<file path="src/rtl/mult_pkg.sv">
// Shared types and helpers for the sequential shift-and-add multiplier.
package mult_pkg;

   typedef enum logic [1:0] {
      IDLE = 2'd0,
      RUN  = 2'd1,
      DONE = 2'd2
   } state_t;

   // Width of an index able to address n items (n >= 2).
   function automatic int clog2(input int n);
      int r;
      r = 0;
      for (int i = 0; i < 31; i++) begin
         if ((1 << i) < n) r = i + 1;
      end
      return r;
   endfunction

endpackage

</file>
<file path="src/rtl/mult_add_row.sv">
// One W-bit adder/subtractor row; sub selects acc - row instead of acc + row.
module mult_add_row #(
   parameter int W = 12
) (
   input  logic [W-1:0] acc,
   input  logic [W-1:0] row,
   input  logic         sub,
   output logic [W-1:0] sum
);

   assign sum = sub ? (acc - row) : (acc + row);

endmodule

</file>
<file path="src/rtl/seq_shift_add_multiplier.sv">
// Iterative A_W x B_W multiplier, one partial-product row per clock, valid/ready on both sides.
// Define MULT_SIGNED_EN for two's-complement operands and a signed product.
module seq_shift_add_multiplier
   import mult_pkg::*;
#(
   parameter int A_W = 8,
   parameter int B_W = 4
) (
   input  logic               clk,
   input  logic               rst_n,
   input  logic               in_valid,
   output logic               in_ready,
   input  logic [A_W-1:0]     a,
   input  logic [B_W-1:0]     b,
   output logic               out_valid,
   input  logic               out_ready,
   output logic [A_W+B_W-1:0] product
);

   localparam int P_W = A_W + B_W;
   localparam int C_W = clog2(B_W);
   localparam logic [C_W-1:0] LAST = C_W'(B_W - 1);

   state_t           state, state_nxt;
   logic             rdy_en;
   logic [A_W-1:0]   a_reg;
   logic [B_W-1:0]   b_reg;
   logic [C_W-1:0]   count;
   logic [P_W-1:0]   acc;
   logic [P_W-1:0]   row;
   logic [P_W-1:0]   sum;
   logic             sub;
   logic             accept;

   always_comb begin
      state_nxt = state;
      in_ready  = 1'b0;
      out_valid = 1'b0;
      case (state)
         IDLE: begin
            in_ready = rdy_en;
            if (in_valid && rdy_en) state_nxt = RUN;
         end
         RUN: begin
            if (count == LAST) state_nxt = DONE;
         end
         DONE: begin
            out_valid = 1'b1;
            if (out_ready) state_nxt = IDLE;
         end
         default: state_nxt = IDLE;
      endcase
   end

   assign accept = in_valid && in_ready;

`ifdef MULT_SIGNED_EN
   // MSB of b carries weight -2^(B_W-1), so its row is subtracted.
   assign row = {{B_W{a_reg[A_W-1]}}, a_reg} << count;
   assign sub = (count == LAST);
`else
   assign row = {{B_W{1'b0}}, a_reg} << count;
   assign sub = 1'b0;
`endif

   mult_add_row #(.W(P_W)) u_add_row (
      .acc (acc),
      .row (row),
      .sub (sub),
      .sum (sum)
   );

   always_ff @(posedge clk or negedge rst_n) begin
      if (!rst_n) state <= IDLE;
      else        state <= state_nxt;
   end

   // rdy_en holds in_ready low until the first clock after reset release.
   always_ff @(posedge clk or negedge rst_n) begin
      if (!rst_n) begin
         rdy_en <= 1'b0;
         a_reg  <= '0;
         b_reg  <= '0;
         count  <= '0;
         acc    <= '0;
      end else begin
         rdy_en <= 1'b1;
         if (accept) begin
            a_reg <= a;
            b_reg <= b;
            acc   <= '0;
            count <= '0;
         end else if (state == RUN) begin
            if (b_reg[count]) acc <= sum;
            count <= count + C_W'(1);
         end
      end
   end

   assign product = acc;

endmodule

</file>
<file path="config.mk">
export PLATFORM = sky130hd
export DESIGN_NAME = seq_shift_add_multiplier
export DESIGN_NICKNAME = d
export VERILOG_FILES = /design/src/rtl/mult_pkg.sv /design/src/rtl/mult_add_row.sv /design/src/rtl/seq_shift_add_multiplier.sv
export SDC_FILE = /design/constraint.sdc
export NUM_CORES = 1
export LEC_CHECK = 0
export BUFFER_PORTS_ARGS = -buffer_cell sky130_fd_sc_hd__buf_4
export CAP_MARGIN = 10
export CORE_ASPECT_RATIO = 0.75
export CORE_MARGIN = 2
export CORE_UTILIZATION = 40
export DETAILED_ROUTE_END_ITERATION = 6
export GPL_ROUTABILITY_DRIVEN = 1
export PLACE_DENSITY_LB_ADDON = 0.15
export SKIP_CTS_REPAIR_TIMING = 1
export SYNTH_ARGS = -nofsm -noshare
export SYNTH_HDL_FRONTEND = slang
export SYNTH_SLANG_ARGS = --single-unit
export TNS_END_PERCENT = 50
</file>
<file path="constraint.sdc">
create_clock -name clk -period 3.23 [get_ports clk]
set_input_delay 0.969 -clock clk [delete_from_list [all_inputs] [get_ports clk]]
set_output_delay 0.969 -clock clk [all_outputs]
set_load 0.05 [all_outputs]
</file>
; Yosys cells after proc, flatten, opt, wreduce, memory -nomap -nowiden
; Cells that the tools add are included.
[totals]
register_bits = 29
latchBits = 0
ramBits = 0
romBits = 0
in_bits = 16
elab_cells = 36
n_memories = 0
[op_classes]
addsub = 2
n_mul = 0
div_mod_pow = 0
magnitude_cmp = 1
n_eq_ne = 6
n_shift = 1
muxes = 13
bitwise = 0
n_reduce_logical = 7
[op_table]
columns = op, count
row1 = 12-bit two-way mux, 3
row2 = 12-bit adder, 1
row3 = 8-bit by 2-bit left shift with 12-bit output, 1
row4 = 2-bit two-way mux, 5
row5 = "2-bit != test, second input constant", 3
row6 = 2-bit one-hot mux with 3 select lines, 1
row7 = "2-bit equality test, second input constant", 2
row8 = 2-bit nonzero test, 2
row9 = "2-bit by 3-bit < comparator with 1-bit output, second input constant", 1
row10 = 1-bit two-way mux, 3
row11 = 3-bit AND reduction, 1
row12 = "2-bit by 1-bit adder with 2-bit output, second input constant", 1
row13 = 1-bit binary-select mux with 2-bit select, 1
row14 = "2-bit by 1-bit equality test with 1-bit output, second input constant", 1
row15 = 1-bit logical AND, 2
row16 = 2-bit zero test, 1
row17 = 2-bit AND reduction, 1

; Depth between registers and ports, before layout
[depth]
ltp_word = 5
mapped_depth = 10

; By module
; From an unflattened synthesis, not the netlist that was laid out.
[hier_totals]
hier_cells = 226
area_unflattened_um2 = 2174.6
[modules_own_cells]
columns = mod, instances, cells_per_inst, area_each_um2, seq_area_each_um2
row1 = seq_shift_add_multiplier, 1, 126, 1437.6, 725.7
row2 = mult_add_row, 1, 100, 737.0, 0.0

; Worst setup path before layout
; No wires, ideal clock.
[synth_timing]
path_type = reg-to-reg
from = register count[1]
to = register acc[8], in the netlist product[8]
setup_time_ns = 0.083
t_arrival_ns = 2.379
t_required_ns = 3.147
slack_ns = 0.768
path_stages_with_launch = 10
path_cell_list = dfrtp_1 > buf_2 > clkbuf_1 > mux4_1 > ha_1 > a21o_1 > a221oi_1 > o21ai_0 > xnor2_1 > o21ai_0
[synth_between]
elab_chain_len = 5
[synth_rtl]
columns = item, line
row1 = start: declaration, seq_shift_add_multiplier.sv:28  ; logic [C_W-1:0] count;
row2 = start signal: assignment, seq_shift_add_multiplier.sv:95  ; count <= count + C_W'(1);
row3 = 8-bit by 2-bit left shift with 12-bit output, seq_shift_add_multiplier.sv:62  ; assign row = {{B_W{1'b0}}, a_reg} << count;
row4 = 12-bit adder, mult_add_row.sv:11  ; assign sum = sub ? (acc - row) : (acc + row);
row5 = 12-bit two-way mux, seq_shift_add_multiplier.sv:94  ; if (b_reg[count]) acc <= sum;
row6 = 12-bit two-way mux, seq_shift_add_multiplier.sv:93  ; end else if (state == RUN) begin
row7 = 12-bit two-way mux, seq_shift_add_multiplier.sv:88  ; if (accept) begin
row8 = end signal: assignment, seq_shift_add_multiplier.sv:94
row9 = end: declaration, seq_shift_add_multiplier.sv:29  ; logic [P_W-1:0] acc;
; Several ways; a longest one is shown, not always the timed one. The select of a mux whose other input is x is not followed.
; A chain may end at the register's enable or synchronous reset.

; Worst setup path in the final report
[layout_timing]
from = register count[0]
to = register acc[9], in the netlist product[9]
; The elaborated chain is that of the path after synthesis.

==> reports/results.tsv <==
stage	metric	value	unit
setup_path	r2r_slack	0.54	ns
route	postRouteAntennaNets	0	
timing	hold_slack	0.488	ns
timing	hold_violations	0	
layout	drive_gt1_share	27.9	%
placed_design	io_buffers	29	
logic_synthesis	synth-main-ff-cell	dfrtp_1	
floorplanning	die_h	62.9	um
timing	fin_setup_tns	0	ns
logic_synthesis	yosys.area.top_type	dfrtp_1	
logic_synthesis	synthTopCellsByArea	dfrtp_1 (39%), ha_1 (8.1%), mux2_2 (7.9%), nand3_1 (4.1%), mux2i_1 (3.8%)	
route	drt_iter0_drc	73	
logic_synthesis	synthesis.nets	203	
clocking	clk_pin_slew	0.06	ns
timing	fmax	0.372	GHz
logic_synthesis	synth-edff-count	0	
timing	rsz0062_at_grt	false	
floorplanning	ios	30	
setup_path	worstSetupStartpointType	flip-flop	
logic_synthesis	synth.top_cell.area_share	39.3	%
placed_design	detailed_place_hpwl	2950	um
setup_path	worstSetupPathType	reg -> reg	
route	dr.pass1.iters	4	
logic_synthesis	synthCells	174	
layout	final_cell_mix	buf_4 (30), dfrtp_1 (29), nand3_1 (15)	
grt	grt_util_all_layers	16.1	%
clocking	cts_buffers	5	
clocking	cts_tree	built	
grt	grt_max_degree	30	
layout	largest_reg_flops	12	
setup_path	crit_path_end_kind	flip-flop	
floorplanning	num_rows	21	
logic_synthesis	syn_avg_cell_area	10.6	um2
grt	grt_pass1_wl	6360	um
timing	fin_ws	0.538	ns
route	num_vias	1420	
route	wirelength	3830	um
logic_synthesis	seq_area_frac_synth	39.3	%
floorplanning	dieArea	5190	um2
timing	fin_crit	2.69	ns
floorplanning	core_area	4440	um2
logic_synthesis	yosys_warnings	0	
logic_synthesis	synth_seq_cells	29	
layout	nNetsFinal	232	
outcome	status	finished, final reports clean	
logic_synthesis	syn_area	1850	um2
setup_path	critPathMaxFanout	10	
timing	fin_skew	0.00710	ns
route	drc	0	
timing	maxSlewHeadroom	63.0	%
clocking	cts_htree_levels	2	
layout	n_fill_cell	406	
timing	finalSetupViolCount	0	
grt	grt_overflow_total	0	
worst_hold_path	hp-class	reg -> reg	
logic_synthesis	async_reset_ff_share	100	%
run	cap_viol_max_count	0	
timing	tightest_slew	0.552	ns
route	routedWlPerCell	14.7	um
placed_design	pre_cts_slack	0.577	ns
logic_synthesis	synth.distinct_cells	40	
placed_design	gp_congestion	0.932	
route	viasPerCell	5.44	
floorplanning	start_util	41.6	%
clocking	clk-insertion-delay-late	0.28	ns
layout	area.growth.synth_to_final	19.0	%
layout	final_common_cell	buf_4	
grt	grt_antenna_before_repair	0	
layout	diodes	0	
timing	drv_slew	0	
timing	fin_crit_sh	83.3	%
setup_path	crit_required	3.41	ns
setup_path	critPathArrivalTime	2.87	ns
floorplanning	chipWidth	82.5	um
clocking	cts_num_sinks	29	
clocking	cts-root-buf	clkbuf_8	
grt	grt_pass1_vias	1347	
clocking	cts_buffer_depth	2	
[synth_stat cells, types with 3 or more instances]
cell type / n
nor2_1: 4
buf_6: 4
mux2_2: 13
nand3_1: 15
xor2_1: 4
a21oi_1: 10
o31ai_1: 3
nor2b_1: 4
dfrtp_1: 29
o21ai_0: 14
a21o_1: 4
mux2i_1: 7
nand2_1: 12
ha_1: 12
xnor2_1: 3
[per-layer routing]
layer  GRT usage (%)  wire [um]  vias to the layer above
met2            22.8       1590                       33
met3            5.20        206                        5
met5               0          0                        -
li1                -          -                      706
met4            4.58         36                        0
met1            23.3       2000                      676
[path summary, 6_finish.rpt]
check	from	end	depth (start not counted)
setup / recovery	count[0]$_DFFE_PN0P_	product[9]$_DFFE_PN0P_	7
hold / removal	product[11]$_DFFE_PN0P_	product[11]$_DFFE_PN0P_	1
setup reg to reg	count[0]$_DFFE_PN0P_	product[9]$_DFFE_PN0P_	7
hold reg to reg	product[11]$_DFFE_PN0P_	product[11]$_DFFE_PN0P_	1
max in group asynchronous	rst_n	product[6]$_DFFE_PN0P_	1
min in group asynchronous	rst_n	b_reg[3]$_DFFE_PN0P_	1
[critical path, cell delays in order, from the launching register on]
cell,delay (ns)
dfrtp_1,0.53
mux4_1,0.61
ha_1,0.37
a21o_1,0.22
a31oi_2,0.26
a211oi_1,0.17
o21a_1,0.19
o31ai_1,0.24
[through the flow]
| stage | cells | utilization, % | area (um2) |
|---|---|---|---|
| 2_1_floorplan | 174 | - | 1850 |
| 3_3_place_gp | 253 | 46.8 | 2080 |
| 3_5_place_dp | 253 | 46.8 | 2080 |
| 4_1_cts | 261 | 49.5 | 2200 |
| 5_1_grt | 261 | 49.5 | 2200 |
| 6_report | 261 | 49.5 | 2200 |
[area by class of cell]
cell class                 instances  area, um2  area share [%]
clock buffer                       6       82.6            3.75
sequential                        29        726            33.0
timing repair buffer              30        225            10.2
tap                               57       71.3            3.24
multi-input combinational        135       1050            47.7
inverter                           2       7.51           0.341
clock inverter                     2       37.5            1.71
[cells by family after synthesis]
group / Yosys count / synth area share, %
simple gates: 48 / 13.4
compound gates: 43 / 14.9
flops: 29 / 39.3
mux: 23 / 15.8
fa+ha+maj: 13 / 9.21
buf+inv: 10 / 3.93
xor+xnor: 7 / 3.32
other cells: 1 / 0.203
Power is left out: the tool's default activity adds up to more than one toggle a clock period on the data nets, which glitch-free logic cannot reach.
